**config.mk**
```make
export PLATFORM = sky130hd
export DESIGN_NAME = ddr_tx_flat
export DESIGN_NICKNAME = d
export VERILOG_FILES = /design/src/rtl/ddr_tx_if.sv /design/src/rtl/ddr_tx.sv /design/src/flat_wrapper.sv
export SDC_FILE = /design/constraint.sdc
export NUM_CORES = 1
export LEC_CHECK = 0
export ABC_AREA = 1
export BUFFER_PORTS_ARGS = -buffer_cell sky130_fd_sc_hd__buf_2
export CAP_MARGIN = 25
export CORE_UTILIZATION = 60
export CTS_BUF_LIST = sky130_fd_sc_hd__clkbuf_4
export DETAILED_ROUTE_END_ITERATION = 8
export PLACE_DENSITY = 0.86
export REMOVE_ABC_BUFFERS = 1
export SYNTH_ARGS = -nofsm -noshare
export SYNTH_HDL_FRONTEND = slang
export SYNTH_SLANG_ARGS = --single-unit
```
**constraint.sdc**
```tcl
create_clock -name i_sys_clk -period 2.9 [get_ports i_sys_clk]
set_input_delay 0.435 -clock i_sys_clk [delete_from_list [all_inputs] [get_ports i_sys_clk]]
set_output_delay 0.435 -clock i_sys_clk [all_outputs]
set_load 0.02 [all_outputs]
```
**src/rtl/ddr_tx_if.sv**
```systemverilog
// Bundle between the DDR controller/data sources and the DDR serial transmitter.
// The master side drives commands and operands; the slave side is the transmitter.
interface ddr_tx_if;
   logic       i_sclgen_scl_pos_edge;
   logic       i_sclgen_scl_neg_edge;
   logic       i_ddrccc_tx_en;
   logic [3:0] i_ddrccc_tx_mode;
   logic [7:0] i_regfcrc_tx_data_in;
   logic [4:0] i_crc_value;
   logic       o_sdahnd_tx_sda;
   logic       o_ddrccc_tx_mode_done;
   logic       o_crc_en;
   logic [7:0] o_crc_data_out;

   modport master (
      output i_sclgen_scl_pos_edge, i_sclgen_scl_neg_edge, i_ddrccc_tx_en,
             i_ddrccc_tx_mode, i_regfcrc_tx_data_in, i_crc_value,
      input  o_sdahnd_tx_sda, o_ddrccc_tx_mode_done, o_crc_en, o_crc_data_out
   );

   modport slave (
      input  i_sclgen_scl_pos_edge, i_sclgen_scl_neg_edge, i_ddrccc_tx_en,
             i_ddrccc_tx_mode, i_regfcrc_tx_data_in, i_crc_value,
      output o_sdahnd_tx_sda, o_ddrccc_tx_mode_done, o_crc_en, o_crc_data_out
   );
endinterface

```
**src/rtl/ddr_tx.sv**
```systemverilog
// HDR-DDR serial transmitter: shifts preamble, data, parity, CRC token and CRC
// value onto SDA, one bit per SCL edge, with a done pulse per completed field.
module ddr_tx (
   input  logic     i_sys_clk,
   input  logic     i_sys_rst,
   ddr_tx_if.slave  tx_if
);

   typedef enum logic [3:0] {
      MODE_PRE0   = 4'b0000,
      MODE_PRE1   = 4'b0001,
      MODE_BYTE   = 4'b0010,
      MODE_PARITY = 4'b0011,
      MODE_TOKEN  = 4'b0100,
      MODE_CRC    = 4'b0101,
      MODE_IDLE   = 4'b1111
   } mode_e;

   logic [3:0]  r_mode_q;
   logic        r_en_q;
   logic        r_done;
   logic [3:0]  r_cnt;
   logic [7:0]  r_shift;
   logic        r_sda;
   logic [15:0] r_word;
   logic        r_byte_idx;
   logic        r_crc_en;
   logic [7:0]  r_crc_data;

   mode_e       w_mode;
   logic        w_edge;
   logic        w_start;
   logic [15:0] w_pword;
   logic        w_pa1;
   logic        w_pa0;
   logic [7:0]  w_operand;
   logic [3:0]  w_len;
   logic [3:0]  w_cnt;
   logic [7:0]  w_shift;
   logic [7:0]  w_rot;
   logic        w_last;
   logic        w_byte_done;

   always_comb begin
      case (tx_if.i_ddrccc_tx_mode)
         4'b0000: w_mode = MODE_PRE0;
         4'b0001: w_mode = MODE_PRE1;
         4'b0010: w_mode = MODE_BYTE;
         4'b0011: w_mode = MODE_PARITY;
         4'b0100: w_mode = MODE_TOKEN;
         4'b0101: w_mode = MODE_CRC;
         default: w_mode = MODE_IDLE;
      endcase
   end

   always_comb begin
      w_edge  = tx_if.i_sclgen_scl_pos_edge | tx_if.i_sclgen_scl_neg_edge;
      w_start = tx_if.i_ddrccc_tx_en &&
                (!r_en_q || r_done || (tx_if.i_ddrccc_tx_mode != r_mode_q));

      // A lone first byte leaves a stale low byte in the word; parity sees zeros.
      w_pword = {r_word[15:8], r_byte_idx ? 8'h00 : r_word[7:0]};
      w_pa1   = ^(w_pword & 16'hAAAA);
      w_pa0   = ~^(w_pword & 16'h5555);

      w_operand = 8'hFF;
      w_len     = 4'd0;
      case (w_mode)
         MODE_PRE0:   begin w_operand = 8'h00;                   w_len = 4'd1; end
         MODE_PRE1:   begin w_operand = 8'h80;                   w_len = 4'd1; end
         MODE_BYTE:   begin w_operand = tx_if.i_regfcrc_tx_data_in; w_len = 4'd8; end
         MODE_PARITY: begin w_operand = {w_pa1, w_pa0, 6'b0};    w_len = 4'd2; end
         MODE_TOKEN:  begin w_operand = 8'hC0;                   w_len = 4'd4; end
         MODE_CRC:    begin w_operand = {tx_if.i_crc_value, 3'b0}; w_len = 4'd5; end
         default:     begin w_operand = 8'hFF;                   w_len = 4'd0; end
      endcase

      // A start and an edge may land in the same cycle: the edge then uses the fresh operand.
      w_cnt       = w_start ? 4'd0 : r_cnt;
      w_shift     = w_start ? w_operand : r_shift;
      w_rot       = {w_shift[6:0], w_shift[7]};
      w_last      = (w_len != 4'd0) && (w_cnt == w_len - 4'd1);
      w_byte_done = (w_mode == MODE_BYTE) && (w_cnt == 4'd7);
   end

   always_ff @(posedge i_sys_clk) begin
      if (i_sys_rst) begin
         r_mode_q   <= 4'b1111;
         r_en_q     <= 1'b0;
         r_done     <= 1'b0;
         r_cnt      <= 4'd0;
         r_shift    <= 8'hFF;
         r_sda      <= 1'b1;
         r_word     <= 16'h0000;
         r_byte_idx <= 1'b0;
         r_crc_en   <= 1'b0;
         r_crc_data <= 8'h00;
      end else begin
         r_mode_q <= tx_if.i_ddrccc_tx_mode;
         r_en_q   <= tx_if.i_ddrccc_tx_en;
         r_done   <= 1'b0;
         r_crc_en <= 1'b0;
         if (!tx_if.i_ddrccc_tx_en) begin
            r_cnt      <= 4'd0;
            r_byte_idx <= 1'b0;
         end else begin
            r_cnt   <= w_cnt;
            r_shift <= w_shift;
            if (w_edge) begin
               r_sda <= w_shift[7];
               // Rotate rather than shift so the byte is whole again after its 8th bit.
               r_shift <= w_rot;
               if (w_last) begin
                  r_cnt  <= 4'd0;
                  r_done <= 1'b1;
               end else if (w_len != 4'd0) begin
                  r_cnt <= w_cnt + 4'd1;
               end
               if (w_byte_done) begin
                  r_crc_en   <= 1'b1;
                  r_crc_data <= w_rot;
                  r_byte_idx <= ~r_byte_idx;
                  if (r_byte_idx) r_word[7:0]  <= w_rot;
                  else            r_word[15:8] <= w_rot;
               end
               if ((w_mode == MODE_PARITY) && w_last) r_byte_idx <= 1'b0;
            end
         end
      end
   end

   assign tx_if.o_sdahnd_tx_sda       = r_sda;
   assign tx_if.o_ddrccc_tx_mode_done = r_done;
   assign tx_if.o_crc_en              = r_crc_en;
   assign tx_if.o_crc_data_out        = r_crc_data;

endmodule

```
**src/flat_wrapper.sv**
```systemverilog
// flat-port wrapper written by rule: the top's interface ports become plain ports
module ddr_tx_flat 
  (i_sys_clk, i_sys_rst, tx_if_i_sclgen_scl_pos_edge, tx_if_i_sclgen_scl_neg_edge, tx_if_i_ddrccc_tx_en, tx_if_i_ddrccc_tx_mode, tx_if_i_regfcrc_tx_data_in, tx_if_i_crc_value, tx_if_o_sdahnd_tx_sda, tx_if_o_ddrccc_tx_mode_done, tx_if_o_crc_en, tx_if_o_crc_data_out);
  ddr_tx_if tx_if_i ();
  input  logic i_sys_clk;
  input  logic i_sys_rst;
  input wire logic [$bits(tx_if_i.i_sclgen_scl_pos_edge)-1:0] tx_if_i_sclgen_scl_pos_edge;
  input wire logic [$bits(tx_if_i.i_sclgen_scl_neg_edge)-1:0] tx_if_i_sclgen_scl_neg_edge;
  input wire logic [$bits(tx_if_i.i_ddrccc_tx_en)-1:0] tx_if_i_ddrccc_tx_en;
  input wire logic [$bits(tx_if_i.i_ddrccc_tx_mode)-1:0] tx_if_i_ddrccc_tx_mode;
  input wire logic [$bits(tx_if_i.i_regfcrc_tx_data_in)-1:0] tx_if_i_regfcrc_tx_data_in;
  input wire logic [$bits(tx_if_i.i_crc_value)-1:0] tx_if_i_crc_value;
  output wire logic [$bits(tx_if_i.o_sdahnd_tx_sda)-1:0] tx_if_o_sdahnd_tx_sda;
  output wire logic [$bits(tx_if_i.o_ddrccc_tx_mode_done)-1:0] tx_if_o_ddrccc_tx_mode_done;
  output wire logic [$bits(tx_if_i.o_crc_en)-1:0] tx_if_o_crc_en;
  output wire logic [$bits(tx_if_i.o_crc_data_out)-1:0] tx_if_o_crc_data_out;
  assign tx_if_i.i_sclgen_scl_pos_edge = tx_if_i_sclgen_scl_pos_edge;
  assign tx_if_i.i_sclgen_scl_neg_edge = tx_if_i_sclgen_scl_neg_edge;
  assign tx_if_i.i_ddrccc_tx_en = tx_if_i_ddrccc_tx_en;
  assign tx_if_i.i_ddrccc_tx_mode = tx_if_i_ddrccc_tx_mode;
  assign tx_if_i.i_regfcrc_tx_data_in = tx_if_i_regfcrc_tx_data_in;
  assign tx_if_i.i_crc_value = tx_if_i_crc_value;
  assign tx_if_o_sdahnd_tx_sda = tx_if_i.o_sdahnd_tx_sda;
  assign tx_if_o_ddrccc_tx_mode_done = tx_if_i.o_ddrccc_tx_mode_done;
  assign tx_if_o_crc_en = tx_if_i.o_crc_en;
  assign tx_if_o_crc_data_out = tx_if_i.o_crc_data_out;
  ddr_tx u_core (.i_sys_clk(i_sys_clk), .i_sys_rst(i_sys_rst), .tx_if(tx_if_i));
endmodule
```
# [Word level (Yosys, flattened, before mapping)]
# Index checks and enable logic that the tools add are counted.
[totals] regBits=45 inputBits=22 output_inout_bits=11 word_cells=65
[classes] add_sub_neg=2 n_eq_ne=13 mux=14 bitwise_logic=4 reduce_logical=21
[op_table] operator="$pmux 8 s6" n=1
[op_table] operator="$mux 8" n=3
[op_table] operator="$pmux 4 s6" n=1
[op_table] operator="$eq 4x3->1 const B" n=5
[op_table] operator="$pmux 4 s5" n=1
[op_table] operator="$eq 4x2->1 const B" n=4
[op_table] operator="$mux 4" n=4
[op_table] operator="$reduce_xnor 16->1" n=1
[op_table] operator="$reduce_xor 16->1" n=1
[op_table] operator="$eq 4x1->1 const B" n=2
[op_table] operator="$logic_not 4->1" n=2
[op_table] operator="$reduce_and 4->1" n=2
[op_table] operator="$add 4x1->4 const B" n=1
[op_table] operator="$eq 4x4->1" n=1
[op_table] operator="$logic_and 1x1->1" n=4
[op_table] operator="$mux 1" n=4
[op_table] operator="$ne 4x4->1" n=1
[op_table] operator="$reduce_and 2->1" n=2
[op_table] operator="$reduce_bool 4->1" n=1
[op_table] operator="$reduce_or 2->1" n=2
[op_table] operator="$sub 4x1->4 const B" n=1
[op_table] operator="$not 1->1" n=3
[op_table] operator="$reduce_and 3->1" n=1
[op_table] operator="$reduce_or 3->1" n=1
[op_table] operator="other kinds (4)" n=5

# [Longest topological paths before layout]
# Gate-level depths: netlist (run 1).
[logic_depth] depth_word=11 ltp_mapped=19 ltp_nobuf=18

# [Worst setup path after synthesis (run 1)]
# No wires, ideal clock.
[synth_path] path_type="input -> register" start="input port tx_if_i_ddrccc_tx_mode[2]" end="register u_core.r_word[2]" setup_ps=114 arrival_time_ps=2206 t_required_ps=2786 slack_ps=580 cell_stages=18 n_path_buf=2 cell_sequence="inv_2 nand2_1 nand2_1 nor2_1 nand3_2 nand2_4 buf_6 nand2_2 inv_1 ha_1 nand2_1 nor2_1 nand3_4 nor2_4 buf_6 nand2_2 nor2_1 nor2_1"
[synth_via] elab_chain_cells=7 elab_cells_between_ends=22 cone_classes="12 x eq/ne; 4 x mux; 6 x reduce/logical"
[synth_rtl] element="start: declaration" line_no="flat_wrapper.sv:10" source="input wire logic [$bits(tx_if_i.i_ddrccc_tx_mode)-1:0] tx_if_i_ddrccc_tx_mode;"
[synth_rtl] element="parallel branches: the longest is 7 deep, another holds $pmux 8 s6"
[synth_rtl] element="end signal: assignment" line_no="ddr_tx.sv:123" source="if (r_byte_idx) r_word[7:0] <= w_rot;"
[synth_rtl] element="end: declaration" line_no="ddr_tx.sv:25" source="logic [15:0] r_word;"
# Parallel ways; which one is timed is not known.
# A chain may end at the register's enable or synchronous reset.

# [Worst setup path after layout (run 1)]
[layout_path] start="register u_core.r_mode_q[0]" end="register u_core.r_crc_data[6], in the netlist u_core.tx_if.o_crc_data_out[6]"
[layout_via] elab_chain_cells=7 elab_cells_between_ends=8 cone_classes="2 x eq/ne; 2 x mux; 4 x reduce/logical"
[layout_rtl] element="start: declaration" line_no="ddr_tx.sv:19" source="logic [3:0] r_mode_q;"
[layout_rtl] element="start signal: assignment" line_no="ddr_tx.sv:99" source="r_mode_q <= tx_if.i_ddrccc_tx_mode;"
[layout_rtl] element="$ne 4x4->1 (*)" line_no="ddr_tx.sv:59" source="(!r_en_q || r_done || (tx_if.i_ddrccc_tx_mode != r_mode_q));"
[layout_rtl] element="$logic_or 1x1->1 (*)" line_no="ddr_tx.sv:59"
[layout_rtl] element="$logic_and 1x1->1 (*)" line_no="ddr_tx.sv:58" source="w_start = tx_if.i_ddrccc_tx_en &&"
[layout_rtl] element="$mux 4" line_no="ddr_tx.sv:79" source="w_cnt = w_start ? 4'd0 : r_cnt;"
[layout_rtl] element="$eq 4x3->1" line_no="ddr_tx.sv:83" source="w_byte_done = (w_mode == MODE_BYTE) && (w_cnt == 4'd7);"
[layout_rtl] element="$logic_and 1x1->1" line_no="ddr_tx.sv:83"
[layout_rtl] element="$reduce_and 3->1 (no source line)"
[layout_rtl] element="end signal: assignment" line_no="ddr_tx.sv:121" source="r_crc_data <= w_rot;"
[layout_rtl] element="end: declaration" line_no="ddr_tx.sv:28" source="logic [7:0] r_crc_data;"
# Every way passes the cells marked *; elsewhere a longest branch is shown, timed or not.

==> results of run 1 <==
## placed cells by master, fill, tap and decap left out, drive strengths merged, types with 2 or more instances in the layout
cell    synthesis  layout
xnor2           9       9
o21ai          24      24
nand4           5       5
o211a           3       3
a21oi          20      20
nor3            2       2
xor2            5       5
ha              4       4
dfxtp          45      45
nand2          88      88
nand3          23      23
clkinv          3       4
o211ai          3       3
inv            44      44
clkbuf          4       6
nor2           69      69
buf             2      36
## worst paths after layout
kind	start	endpoint	slack (ps)	cells after the start
worst max-delay path	u_core.r_mode_q[0]	u_core.tx_if.o_crc_data_out[6]	330	16
worst min register to register	u_core.tx_if.o_sdahnd_tx_sda	u_core.tx_if.o_sdahnd_tx_sda	500	2
worst max register to register	u_core.r_mode_q[0]	u_core.tx_if.o_crc_data_out[6]	330	16
worst min-delay path	tx_if_i_ddrccc_tx_mode[3]	u_core.r_mode_q[3]	330	3
## cell families (layout without fill, tap and decap cells)
kind of cell               count (synthesis)  in the layout  share of synthesized area [%]
and+or+nand+nor                          189            189                           35.2
AOI/OAI and AO/OA                         55             55                           13.3
buffers and inverters                     53             91                           8.60
DFF                                       45             45                           36.0
xor gates and xnor gates                  14             14                           4.90
adders and majority gates                  4              4                           2.00
## through the flow
step	util, %	worst slack [ps]
floorplan	-	555
global placement	67.9	232
detailed placement	67.9	146
CTS	70.0	325
global route	70.0	78.1
finish	70.0	329
## power by group
part	internal, W	switching (W)	total, W
clock network	0.000193	0.000206	0.000399
registers	0.000634	0.00000812	0.000642
logic	0.0000549	0.000114	0.000169
## registers in the layout, indices dropped and copies added, names as in the netlist
signal                              flops
u_core.tx_if.o_crc_data_out             8
u_core.r_cnt                            4
u_core.tx_if.o_sdahnd_tx_sda            1
u_core.r_word                          16
u_core.r_mode_q                         4
u_core.r_shift                          8
u_core.r_en_q                           1
u_core.r_byte_idx                       1
u_core.tx_if.o_ddrccc_tx_mode_done      1
u_core.tx_if.o_crc_en                   1
## cell type report
class	count	area, µm²	area share (%)
clock buffer	6	45.0	1.61
clock inverter	2	38.8	1.39
inverter	47	178	6.34
multi-input combinational	262	1390	49.5
sequential	45	901	32.2
tap	50	62.6	2.23
timing repair buffer	36	190	6.79
## worst max-delay path, cell delays in order (launching register included)
cell     delay [ps]
dfxtp_1         380
inv_1            60
nand2_1          60
nand2_1          50
nor2_1          140
nand3_2         100
nand2_4         190
nand2_2          70
inv_1           130
ha_1            260
nand2_1          70
nor2_1          210
nand3_4         120
nor2_4          270
buf_4           190
nor2_1           50
nor3_2          160
## metal layers
layer  global-route usage, %  vias to the layer above  share of wire, %
li1                        -                     1214                 -
met5                       0                        -                 0
met4                    14.1                        0               3.4
met1                    37.3                     1106                43
met2                    48.2                       97                47
met3                    5.99                       26               6.3
==> metrics, run 1 <==
routability-driven placement congestion ratio=0.896; status=complete, no violations; worst path required time=3200 ps; n_diodes=0; Setup CP Type=reg2reg; Die Area=0.00443 mm²; Final Hold Fails=0; clk_lat worst skew=370 ps; Root Driver=clkbuf_4; CTS sink cnt=45; Wirelength per Cell=13.4 µm; maximum clock insertion buffer count=2; DRT iter0 DRCs=192; sequential share of the synthesized area=36.0%; cell taking the most area after synthesis=dfxtp_1; Clk pin slew, worst setup/hold paths=120 ps; first-pass GRT wire length=9670 µm; Power Density=432 mW/mm²; Avg Inst Size Synth=6.95 µm²; Post-CTS Repair Setup Buffers=0; Cell Rows=23; Post-Layout Cell Count=448; 1st-pass router iterations=5; Crit. End Element=register; Max FO, Critical Path=12; pin count of the biggest net entering global routing=29; Yosys cell types=37; total power=0.00121 W; hold_ws=332 ps; post-route cell area=0.00280 mm²; Period Utilization, post-route=88.6%; share of the synthesized area in the top cell type=36.0%; count of final setup violators=0; Max Slew Vio Count=0; CTS H-Tree Depth=2; grt total ovfl=0; Residual DRC=0; Slew headroom=53.8%; Primary FF master, synth=dfxtp_1; fin crit period=2570 ps; worst vdd ir=0.000344 V; RSZ-0062 raised after global routing=false; DR vias/cell=5.45; most numerous cell in the Yosys netlist=nand2_1; Clock Skew=15.8 ps; share of post-route cells with drive strength above 1=19.3%; Mapped Cells=360; Post-synth EDFFs=0; vias in the first global route=2168; Fin Setup TNS=0 ps; Post-DRT Antenna Nets=0; MaxCap Viol Count=0; final wirelength=6020 µm; Die Wd=66.6 µm; all-layer global routing usage=29.7%; DR vias=2443; leakage=1.40 nW; Worst Max-Slew Pin Slew=689 ps; synth top area cells=dfxtp_1 (36%), nand2_1 (12%), nor2_1 (9.5%); HP Class=in2reg; Die Y-Extent=66.6 µm; Post-CTS Hold Fix Bufs=0; area grow syn2layout=12.0%; Num CTS Buffers=5; Initial Util=62.5%; CP arrival=2870 ps; Max Fclk=389 MHz; initial antenna violation count=0; PortBufs=32; post-DP HPWL=4510 µm; placed cells=440; Warnings, synthesis=0; CTS tree=yes; fin nets=423; post-cts resize count=0; I/O pin count=33; async set-or-reset flop fraction in the synthesized netlist=0%; Layout fillers=370; number of synthesized register bits=45; Syn Std Cell Area=0.00250 mm²; Startpoint Class=register; Placeable Area=0.00400 mm²; Post-synth top cells=nand2_1 (78), nor2_1 (63), dfxtp_1 (45); placed cell areas=0.00272 mm²
No activity file was read; power rests on OpenSTA's default activity.
==> run 2, diff against run 1 <==
- CORE_UTILIZATION: 60 -> 45
- PLACE_DENSITY: 0.86 -> 0.69
- REMOVE_ABC_BUFFERS: 1 -> default
==> run 2 against run 1 <==
Worst hold slack got worse by 0.68 ps; cell count grew 4.7%; largest power group unchanged; non-clock buffer count is 1 higher; sequential cell count stayed put; core utilization down 16 points; via count down 5.7%; fmax up 9.9%; register-to-register slack improved by 230 ps; largest cell class unchanged; wire length decreased by 7.1%.
==> metrics, run 2 (synthesized netlist as in run 1, its figures left out) <==
most common cell after layout, fill and taps aside=nand2_1; area grow syn2layout=12.3%; most frequent cells in the layout=nand2_1 (78), nor2_1 (63), dfxtp_1 (45); utilization after layout=53.6%; Internal=0.000794 W; maximum clock insertion buffer count=2; PortBufs=32; Residual DRC=0; Slew headroom=49.6%; vias in the first global route=2067; leakage=1.39 nW; Die Wd=76.6 µm; NetSw=0.000331 W; Post-CTS Repair Setup Buffers=0; DR vias=2303; worst reg2reg path depth=16; DP Worst Slack=287 ps; Worst Max-Slew Pin Slew=752 ps; Clk pin slew, worst setup/hold paths=140 ps; clk_lat worst skew=370 ps; grt total ovfl=0; Period Utilization, post-route=80.7%; Seq pwr share=57.0%; worst vdd ir=0.000216 V; worst stage delay on the critical path=360 ps; status=complete, no violations; reg2reg end=u_core.r_word[13]; Setup CP Type=reg2reg; share of post-route cells with drive strength above 1=19.5%; all-layer global routing usage=20.4%; combinational power share=14.9%; Worst path depth=16; Power Density=400 mW/mm²; count of final setup violators=0; cell family with most CP delay=simple AND/OR/NAND/NOR gates; Placeable Area=0.00524 mm²; Max FO, Critical Path=10; Post-CTS Hold Fix Bufs=0; routability-driven placement congestion ratio=0.861; first-pass GRT wire length=9490 µm; Fin Setup TNS=0 ps; Post-DRT Antenna Nets=0; Crit. End Element=register; Startpoint Class=register; final wirelength=5590 µm; Num CTS Buffers=5; worst path bufs/invs=2; Clock Skew=17.8 ps; post-cts resize count=0; Crit-path slowest cell=dfxtp_1; CTS tree=yes; placed cell areas=0.00275 mm²; fin nets=424; CTS sink cnt=45; DR vias/cell=4.91; crit path cell chain=inv_1, nand2_1, nand2_1, nor2_1, nand3_2, nand2_4, nand2_2, inv_1, ha_1, nand2_1, nor2_1, nand3_4, nor2_4, o21ai_1, nor2_1, nor2_1; pin count of the biggest net entering global routing=29; RSZ-0062 raised after global routing=false; Die Area=0.00586 mm²; MaxCap Viol Count=0; Reg with most FFs=u_core.r_word; post-DP HPWL=4290 µm; cell mode on critical path=nor2_1; initial antenna violation count=0; Max Slew Vio Count=0; HP Class=in2reg; DRT iter0 DRCs=148; reg-to-reg slack, setup=560 ps; Synth Net Count=386; Setup WS post-layout=561 ps; Die Y-Extent=76.6 µm; worst hold endpoint=u_core.r_mode_q[2]; Cell Rows=26; Max Fclk=427 MHz; RR Startpoint=u_core.r_mode_q[3]; n_diodes=0; Hold Crit Depth=3; max FFs per register=16; post-route cell area=0.00281 mm²; power share of the clock group=28.1%; Root Driver=clkbuf_4; Switching Fraction=29.4%; Layout fillers=545; Initial Util=47.8%; Hold Crit Start=tx_if_i_ddrccc_tx_mode[2]; CP arrival=2620 ps; fin crit period=2340 ps; CTS H-Tree Depth=2; 1st-pass router iterations=4; Final Hold Fails=0; I/O pin count=33; Wirelength per Cell=11.9 µm; worst path required time=3180 ps
run 2: cell types whose count changed in the layout (fill, tap and decap cells not counted):
cell        previous run  this run
clkinvlp_4             0         2
buf_4                  4         5
clkinv_4               1         0
bufinv_16              1         0
run 2: area by class of cell:
| class | count | area (µm²) | share of cell area [%] |
|---|---|---|---|
| repair buffers | 37 | 198 | 7.04 |
| inverters | 47 | 178 | 6.33 |
| clock inverters | 2 | 15.0 | 0.535 |
| well taps | 70 | 87.6 | 3.12 |
| clock buffers | 6 | 45.0 | 1.60 |
| multi-input cells | 262 | 1390 | 49.3 |
| flip-flops and latches | 45 | 901 | 32.1 |
run 2: metal layers:
layer	routed length (µm)	track usage (%)
met2	2540	32.2
met1	2700	27.8
met3	254	3.71
met4	87	7.12
met5	0	0
run 2: power by group through the flow:
stage	registers [W]	clock network, W	logic [W]
6_report	0.000642	0.000316	0.000167
5_1_grt	0.000643	0.000349	0.000190
3_5_place_dp	0.000655	0	0.000167
2_1_floorplan	0.000655	0	0.000116
4_1_cts	0.000641	0.000322	0.000167
3_3_place_gp	0.000655	0	0.000166
run 2: how the worst max path moves through the flow:
stage                              endpoint                       from
after floorplan            u_core.r_word[2]  tx_if_i_ddrccc_tx_mode[2]
after global placement    u_core.r_word[13]  tx_if_i_ddrccc_tx_mode[0]
after detailed placement  u_core.r_word[13]  tx_if_i_ddrccc_tx_mode[2]
after CTS                 u_core.r_word[13]         u_core.r_mode_q[3]
after global routing      u_core.r_word[14]         u_core.r_mode_q[3]
final                     u_core.r_word[13]         u_core.r_mode_q[3]
run 2: per-stage QoR:
step           power (W)  hold WS [ps]  instances
2_1_floorplan   0.000771           451        360
3_3_place_gp    0.000821           464        461
3_5_place_dp    0.000822           472        461
4_1_cts          0.00113           318        469
5_1_grt          0.00118           352        469
6_report         0.00112           331        469
run 2: worst register-to-register path: cells and delay by family (launching register included):
family	cells	cell delay, ps
compound gates	1	200
flops	1	360
simple gates	12	1350
buf+inv	2	170
fa+ha+maj	1	190
